**src/rtl/instruction_fetch.sv**
```systemverilog
`default_nettype none
// ============================================================================
// Module      : instruction_fetch
// Description : Single-issue instruction fetch unit. Reads one 16-bit word
//               from program memory, presents it to decode with a
//               valid/ready handshake, then fetches the next word. Supports
//               branch/jump redirects from any state.
//
//               State sequence per word: FETCH -> WAIT -> HOLD -> FETCH.
//               FETCH issues the read, WAIT captures the returning word,
//               HOLD presents it until decode accepts it. At best this gives
//               one word every 3 cycles.
//
//               Optional feature (macro INSTRUCTION_FETCH_HALT_DETECT_EN):
//               a transferred word with opcode [15:12] = 4'hF parks the
//               unit in HALT (halted=1, no reads) until a redirect or reset.
//               Without the macro the HALT state does not exist and halted
//               is tied low.
//
// Ports       : clk            - clock, rising edge
//               rst            - synchronous active-high reset
//               mem_addr       - program-memory address (always the PC)
//               mem_rd_en      - program-memory read strobe
//               mem_rdata      - read data, valid one cycle after mem_rd_en
//               instruction    - fetched word presented to decode
//               instr_valid    - instruction/pc_out hold a valid word
//               instr_ready    - decode accepts the presented word
//               pc_out         - address the presented word came from
//               redirect_valid - load redirect_pc and restart fetching
//               redirect_pc    - redirect target address
//               halted         - fetch stopped on a HALT word
//
// Revision    : 1.0 - initial release
// ============================================================================
module instruction_fetch #(
    parameter int                  PC_WIDTH = 8,
    parameter logic [PC_WIDTH-1:0] RESET_PC = '0
) (
    input  logic                clk,
    input  logic                rst,
    output logic [PC_WIDTH-1:0] mem_addr,
    output logic                mem_rd_en,
    input  logic [15:0]         mem_rdata,
    output logic [15:0]         instruction,
    output logic                instr_valid,
    input  logic                instr_ready,
    output logic [PC_WIDTH-1:0] pc_out,
    input  logic                redirect_valid,
    input  logic [PC_WIDTH-1:0] redirect_pc,
    output logic                halted
);

    localparam logic [PC_WIDTH-1:0] c_pc_one = PC_WIDTH'(1);

`ifdef INSTRUCTION_FETCH_HALT_DETECT_EN
    typedef enum logic [1:0] {
        ST_FETCH = 2'd0,
        ST_WAIT  = 2'd1,
        ST_HOLD  = 2'd2,
        ST_HALT  = 2'd3
    } state_t;
`else
    typedef enum logic [1:0] {
        ST_FETCH = 2'd0,
        ST_WAIT  = 2'd1,
        ST_HOLD  = 2'd2
    } state_t;
`endif

    state_t              r_state;
    logic [PC_WIDTH-1:0] r_pc;
    logic [PC_WIDTH-1:0] r_pc_out;
    logic [15:0]         r_instruction;
    logic                r_valid;

`ifdef INSTRUCTION_FETCH_HALT_DETECT_EN
    logic                r_halted;
    logic                w_halt_word;

    // The word being handed over is the registered one, so its opcode is
    // already stable in HOLD.
    assign w_halt_word = (r_instruction[15:12] == 4'hF);
`endif

    always_ff @(posedge clk) begin
        if (rst) begin
            r_state       <= ST_FETCH;
            r_pc          <= RESET_PC;
            r_pc_out      <= '0;
            r_instruction <= 16'h0000;
            r_valid       <= 1'b0;
`ifdef INSTRUCTION_FETCH_HALT_DETECT_EN
            r_halted      <= 1'b0;
`endif
        end else if (redirect_valid) begin
            // Redirect beats everything else: any read in flight is dropped,
            // any presented word is withdrawn (or, if it was accepted this
            // same cycle, simply not re-presented), and HALT is released.
            r_state  <= ST_FETCH;
            r_pc     <= redirect_pc;
            r_valid  <= 1'b0;
`ifdef INSTRUCTION_FETCH_HALT_DETECT_EN
            r_halted <= 1'b0;
`endif
        end else begin
            case (r_state)
                ST_FETCH: begin
                    r_state <= ST_WAIT;
                end
                ST_WAIT: begin
                    r_instruction <= mem_rdata;
                    r_pc_out      <= r_pc;
                    r_valid       <= 1'b1;
                    r_pc          <= r_pc + c_pc_one;
                    r_state       <= ST_HOLD;
                end
                ST_HOLD: begin
                    if (instr_ready) begin
                        r_valid <= 1'b0;
`ifdef INSTRUCTION_FETCH_HALT_DETECT_EN
                        if (w_halt_word) begin
                            r_state  <= ST_HALT;
                            r_halted <= 1'b1;
                        end else begin
                            r_state  <= ST_FETCH;
                        end
`else
                        r_state <= ST_FETCH;
`endif
                    end
                end
`ifdef INSTRUCTION_FETCH_HALT_DETECT_EN
                ST_HALT: begin
                    r_state <= ST_HALT;
                end
`endif
                default: begin
                    r_state <= ST_FETCH;
                end
            endcase
        end
    end

    // Reset gates the strobe directly so no read is issued while rst is
    // held, yet the first cycle after release already reads RESET_PC.
    assign mem_rd_en   = (r_state == ST_FETCH) && !rst;
    assign mem_addr    = r_pc;
    assign instruction = r_instruction;
    assign pc_out      = r_pc_out;
    assign instr_valid = r_valid;

`ifdef INSTRUCTION_FETCH_HALT_DETECT_EN
    assign halted = r_halted;
`else
    assign halted = 1'b0;
`endif

endmodule
`default_nettype wire

```
**config.mk**
```make
export PLATFORM = sky130hd
export DESIGN_NAME = instruction_fetch
export DESIGN_NICKNAME = d
export VERILOG_FILES = /design/src/rtl/instruction_fetch.sv
export SDC_FILE = /design/constraint.sdc
export NUM_CORES = 1
export LEC_CHECK = 0
export ABC_AREA = 0
export CORE_AREA = 5 5 66 68
export CTS_CLUSTER_DIAMETER = 60
export DETAILED_ROUTE_END_ITERATION = 7
export DIE_AREA = 0 0 71 73
export GPL_ROUTABILITY_DRIVEN = 0
export PLACE_DENSITY = 0.83
export SYNTH_ARGS = -nofsm -noshare
export SYNTH_HDL_FRONTEND = slang
export SYNTH_SLANG_ARGS = --single-unit
```
**constraint.sdc**
```tcl
create_clock -name clk -period 1.6 [get_ports clk]
set_input_delay 0.4 -clock clk [delete_from_list [all_inputs] [get_ports clk]]
set_output_delay 0.4 -clock clk [all_outputs]
set_load 0.1 [all_outputs]
```
After elaboration in Yosys (flattened, before gate mapping)
Index checks and enable logic that the tools add are counted.
{"block": "op_classes", "addsub": 1, "multipliers": 0, "div_mod_pow": 0, "n_lt_le_gt_ge": 0, "n_eq_ne": 3, "shift": 0, "muxes": 6, "n_bitwise": 1, "reduce_logical": 8}
{"cell": "$mux W8", "count": 2}
{"cell": "$add A8 B1 Y8 const B", "count": 1}
{"cell": "$pmux W2 S3", "count": 1}
{"cell": "$reduce_and A2 Y1", "count": 2}
{"cell": "$reduce_bool A2 Y1", "count": 2}
{"cell": "$eq A2 B1 Y1 const B", "count": 1}
{"cell": "$eq A2 B2 Y1 const B", "count": 1}
{"cell": "$logic_not A2 Y1", "count": 1}
{"cell": "$mux W2", "count": 1}
{"cell": "$ne A2 B2 Y1 const B", "count": 1}
{"cell": "$pmux W1 S2", "count": 1}
{"cell": "$reduce_or A2 Y1", "count": 1}
{"cell": "$logic_and A1 B1 Y1", "count": 1}
{"cell": "$logic_not A1 Y1", "count": 1}
{"cell": "$mux W1", "count": 1}
{"cell": "$not A1 Y1", "count": 1}
{"block": "word_totals", "ff_bits": 35, "latch_bits": 0, "ramBits": 0, "romBits": 0, "in_bits": 28, "n_memories": 0}

Longest topological paths before layout
Gate-level depths: netlist (run 1).
{"block": "logic_depth", "ltp_word": 3, "ltp_mapped": 6, "ltp_nobuf": 4}

Worst setup path before layout (run 1)
OpenSTA, ideal clock, no wires.
{"block": "synth_timing", "kind": "input -> output", "from": "input port rst", "to": "output port mem_rd_en", "arrival_time_ps": 2805, "path_slack_ps": -1605, "cell_stages": 3, "cell_sequence": "clkbuf_1 > clkbuf_1 > nor3_1"}
{"block": "synth_via", "elab_chain_cells": 2}
{"item": "start: declaration", "line": "40", "source": "input logic rst,"}
{"item": "$logic_not A1 Y1", "line": "146", "source": "assign mem_rd_en = (r_state == ST_FETCH) && !rst;"}
{"item": "$logic_and A1 B1 Y1", "line": "146"}
{"item": "end: declaration", "line": "42", "source": "output logic mem_rd_en,"}
Every way passes these cells.

Final worst setup path (run 1)
{"block": "layout_timing", "from": "register r_state[0]", "to": "output port mem_rd_en"}
{"block": "layout_via", "elab_chain_cells": 2}
{"item": "start: declaration", "line": "70", "source": "state_t r_state;"}
{"item": "start signal: assignment", "line": "87", "source": "r_state <= ST_FETCH;"}
{"item": "start signal: assignment", "line": "99", "source": "r_state <= ST_FETCH;"}
{"item": "start signal: assignment", "line": "108", "source": "r_state <= ST_WAIT;"}
{"item": "$logic_not A2 Y1", "line": "146"}
{"item": "$logic_and A1 B1 Y1", "line": "146"}
Every way passes these cells.

==> metrics.json, run 1 <==
{
  "run_status": {
    "outcome": "finished, final reports clean"
  },
  "sta": {
    "setup_repair_after_global_routing_missed_its_margin": "no",
    "finalSetupViolations": 0,
    "hold_violations": 0,
    "timing.final.max_slew_violations": 0,
    "fmax_mhz": 651.3,
    "worst_hold_slack_ns": 0.4896,
    "finClkSkew_ns": 0.002827,
    "finalCritPeriodShare_pct": 95.96,
    "fin_tns_setup_ns": 0,
    "fin_crit_ns": 1.535
  },
  "clock_network": {
    "cts_root_buf": "clkbuf_8",
    "cts_tree": "built",
    "post_cts_buffers": 0,
    "path_clk_slew_ns": 0.07,
    "clock_tree.htree_level_count": 2,
    "cts_buffers": 5,
    "numClockSinks": 35,
    "clk-insertion-delay-late_ns": 0.28,
    "total_of_hold_buffers_inserted_after_clock_tree_synthesis": 0,
    "cts.path.max_buffers": 2
  },
  "layout": {
    "multi_input_comb_area_sq_um": 674.4,
    "nets": 266,
    "syn_to_final_growth_pct": 77.82,
    "insertedDiodeCount": 0,
    "drive_above_1_share_pct": 26.89,
    "postLayoutCoreUtil_pct": 68.64,
    "fill_cells": 298,
    "stdcell_area_sq_um": 2608,
    "register_area_sq_um": 713.2
  },
  "yosys": {
    "synth-seq-cells": 35,
    "post_synthesis_area_per_instance_sq_um": 8.476,
    "synth_fp_nets": 202,
    "synth-warning-count": 0,
    "synth_sequential_area_ratio_pct": 47.78,
    "summed_instance_area_of_the_synthesized_netlist_sq_um": 1466,
    "netlist-cell-type-count": 35,
    "synth_cells": 173
  },
  "grt": {
    "grt.overflow.total": 0,
    "grt_antenna_before_repair": 0,
    "grt_pass1_wl_microns": 6272,
    "grt_max_degree": 36,
    "first_global_vias": 1332,
    "total_global_routing_track_utilization_pct": 15.27
  },
  "pwr": {
    "power.static_leakage_uw": 0.0009993,
    "power_uw": 2240,
    "irDropWorstVdd_v": 0.0006408,
    "power_density_nw_per_um2": 859.1
  },
  "worst_setup_path": {
    "worst_ep_arrival_time_ns": 1.14,
    "criticalPathCategory": "reg -> out",
    "endpoint_kind": "output port",
    "worst_path_maximum_fanout": 7,
    "critPathLaunchType": "flop",
    "timing.critical_path.required_ns": 1.20
  },
  "routing": {
    "antenna_left": 0,
    "detail_route.iter0.violations": 50,
    "post_drt_wl_per_cell_microns": 13.13,
    "drc": 0,
    "via_count": 1389,
    "vias_per_cell": 4.823,
    "pre_repair_dr_iteration_count": 4,
    "routed_wl_microns": 3781
  },
  "placed_design": {
    "hpwlAfterDp_microns": 2904,
    "place.port_buffers": 61,
    "dpl-instance-area_sq_um": 2509
  },
  "min_path": {
    "holdCritPathClass": "reg -> reg"
  },
  "job": {
    "drv.max_cap_violation_count": 0
  },
  "floorplan": {
    "initial_standard_cell_utilization_of_the_core_pct": 38.60,
    "area_enclosed_by_the_die_boundary_sq_um": 5183,
    "io-pin-count": 63,
    "rows": 23,
    "chipHeight_microns": 73,
    "core_area_sq_um": 3799,
    "fp.dieW_microns": 71
  }
}
placed cells by master (no fill, tap or decap), types with 2 or more instances in the layout:
cell type	n
nand2_1	50
nor3_1	2
dfxtp_4	2
o21ai_0	5
inv_1	4
dfxtp_2	4
nand3_1	2
or3_1	3
clkbuf_8	7
dfxtp_1	29
nand4_1	2
clkdlybuf4s50_1	26
buf_4	7
buf_12	36
a211oi_1	2
a311oi_1	4
a21oi_1	24
nor2_1	7
power breakdown:
group          internal [uW]  total (uW)  leakage [uW]  switching [uW]
Combinational            240         594      0.000660             355
Clock                    393         684     0.0000515             291
Sequential               907         962      0.000288            54.2
Total                   1540        2240      0.000999             700
worst max-delay path, stage by stage, from the launching register on:
cell and delay (ns):
dfxtp_1 0.31, buf_4 0.16, nor3_4 0.19, buf_12 0.20
per-stage QoR:
step                      setup WS [ns]  instances
after floorplan                 -0.2867        173
after global placement          -0.1282        280
after detailed placement        -0.1335        280
after CTS                       0.02755        288
after global routing           0.008467        288
final                           0.06470        288
flip-flops by register name (all words and copies together), names as in the netlist:
signal / flops
instruction: 16
instr_valid: 1
mem_addr: 8
r_state: 2
pc_out: 8
final timing paths:
path	to	slack [ns]	cells after the start	startpoint
hold / removal	pc_out[1]$_SDFFE_PP0P_	0.49	2	pc_out[1]$_SDFFE_PP0P_
hold reg to reg	pc_out[1]$_SDFFE_PP0P_	0.49	2	pc_out[1]$_SDFFE_PP0P_
setup / recovery	mem_rd_en	0.06	3	r_state[0]$_SDFFE_PP0P_
setup reg to reg	mem_addr[6]$_SDFFE_PP0P_	0.18	4	mem_addr[0]$_SDFFE_PP0P_
metal layers:
metal  vias to the layer above  routed length [microns]  GRT usage, %  share of wire (%)
met5                         -                        0             0                  0
met4                         0                       57         5.637                1.5
met3                         8                      195         3.857                5.2
met2                        37                     1991         28.12                 53
met1                       626                     1536         16.91                 41
li1                        718                        -             -                  -
cells in the mapped netlist, drive strengths merged:
| master | instances | share of area, % |
|---|---|---|
| a211oi | 2 | 1.0 |
| a21oi | 24 | 8.2 |
| a221oi | 1 | 0.60 |
| a311oi | 4 | 2.4 |
| a31o | 1 | 0.60 |
| a31oi | 1 | 0.43 |
| and2b | 1 | 0.60 |
| and4 | 1 | 0.60 |
| and4b | 1 | 0.77 |
| buf | 9 | 4.9 |
| clkbuf | 4 | 1.0 |
| conb | 1 | 0.26 |
| dfxtp | 35 | 48 |
| ha | 1 | 0.85 |
| inv | 4 | 1.0 |
| mux2i | 1 | 0.68 |
| nand2 | 50 | 13 |
| nand3 | 2 | 0.68 |
| nand3b | 2 | 1.9 |
| nand4 | 2 | 0.85 |
| nand4b | 1 | 1.6 |
| nor2 | 7 | 1.8 |
| nor3 | 3 | 1.0 |
| nor3b | 2 | 1.8 |
| nor4 | 1 | 0.43 |
| o21ai | 5 | 1.7 |
| o21bai | 1 | 0.51 |
| o31a | 1 | 0.68 |
| or3 | 3 | 1.3 |
| or3b | 1 | 0.60 |
| xnor2 | 1 | 0.60 |
layout make-up:
type,count,share of cell area (%)
Timing Repair Buffer,70,39.97
Sequential cell,35,27.35
Inverter,4,0.5758
Clock buffer,8,3.839
Tap cell,50,2.399
Multi-Input combinational cell,121,25.86
kinds of logic (layout without fill, tap and decap cells):
| family | Yosys count | after routing | synth area share, % |
|---|---|---|---|
| and+or+nand+nor | 77 | 77 | 26.71 |
| xor gates and xnor gates | 1 | 1 | 0.5974 |
| other | 1 | 1 | 0.2557 |
| buffers and inverters | 17 | 82 | 6.996 |
| muxes | 1 | 1 | 0.6826 |
| adders and majority gates | 1 | 1 | 0.8531 |
| AOI/OAI and AO/OA | 40 | 40 | 16.13 |
| DFF | 35 | 35 | 47.78 |
repair_timing:
| item | in CTS | in global routing |
|---|---|---|
| resized for setup | 1 | 0 |
| pin swaps | 1 | 1 |
| gates cloned | 0 | 0 |
| setup endpoints to repair | 1 | 1 |
| endpoints found under the hold margin | 0 | 0 |
Note: power is estimated with default switching activity, not from simulation.
==> inputs of run 2 (changes only) <==
--- a/config.mk
+++ b/config.mk
@@ -6,6 +6,7 @@
 export NUM_CORES = 1
 export LEC_CHECK = 0
 export ABC_AREA = 0
+export ABC_CLOCK_PERIOD_IN_PS = 1600
 export CORE_AREA = 5 5 66 68
 export CTS_CLUSTER_DIAMETER = 60
 export DETAILED_ROUTE_END_ITERATION = 7
==> results of run 2 <==
The final DEF is identical to that of run 1; final timing and power are the same.
==> inputs of run 3 (changes only) <==
--- a/config.mk
+++ b/config.mk
@@ -8,11 +8,12 @@
 export ABC_AREA = 0
 export ABC_CLOCK_PERIOD_IN_PS = 1600
 export CORE_AREA = 5 5 66 68
-export CTS_CLUSTER_DIAMETER = 60
+export CTS_CLUSTER_DIAMETER = 100
 export DETAILED_ROUTE_END_ITERATION = 7
 export DIE_AREA = 0 0 71 73
 export GPL_ROUTABILITY_DRIVEN = 0
 export PLACE_DENSITY = 0.83
+export SLEW_MARGIN = 5
 export SYNTH_ARGS = -nofsm -noshare
 export SYNTH_HDL_FRONTEND = slang
 export SYNTH_SLANG_ARGS = --single-unit
==> results of run 3 <==
The final DEF is identical to that of run 1; final timing and power are the same.
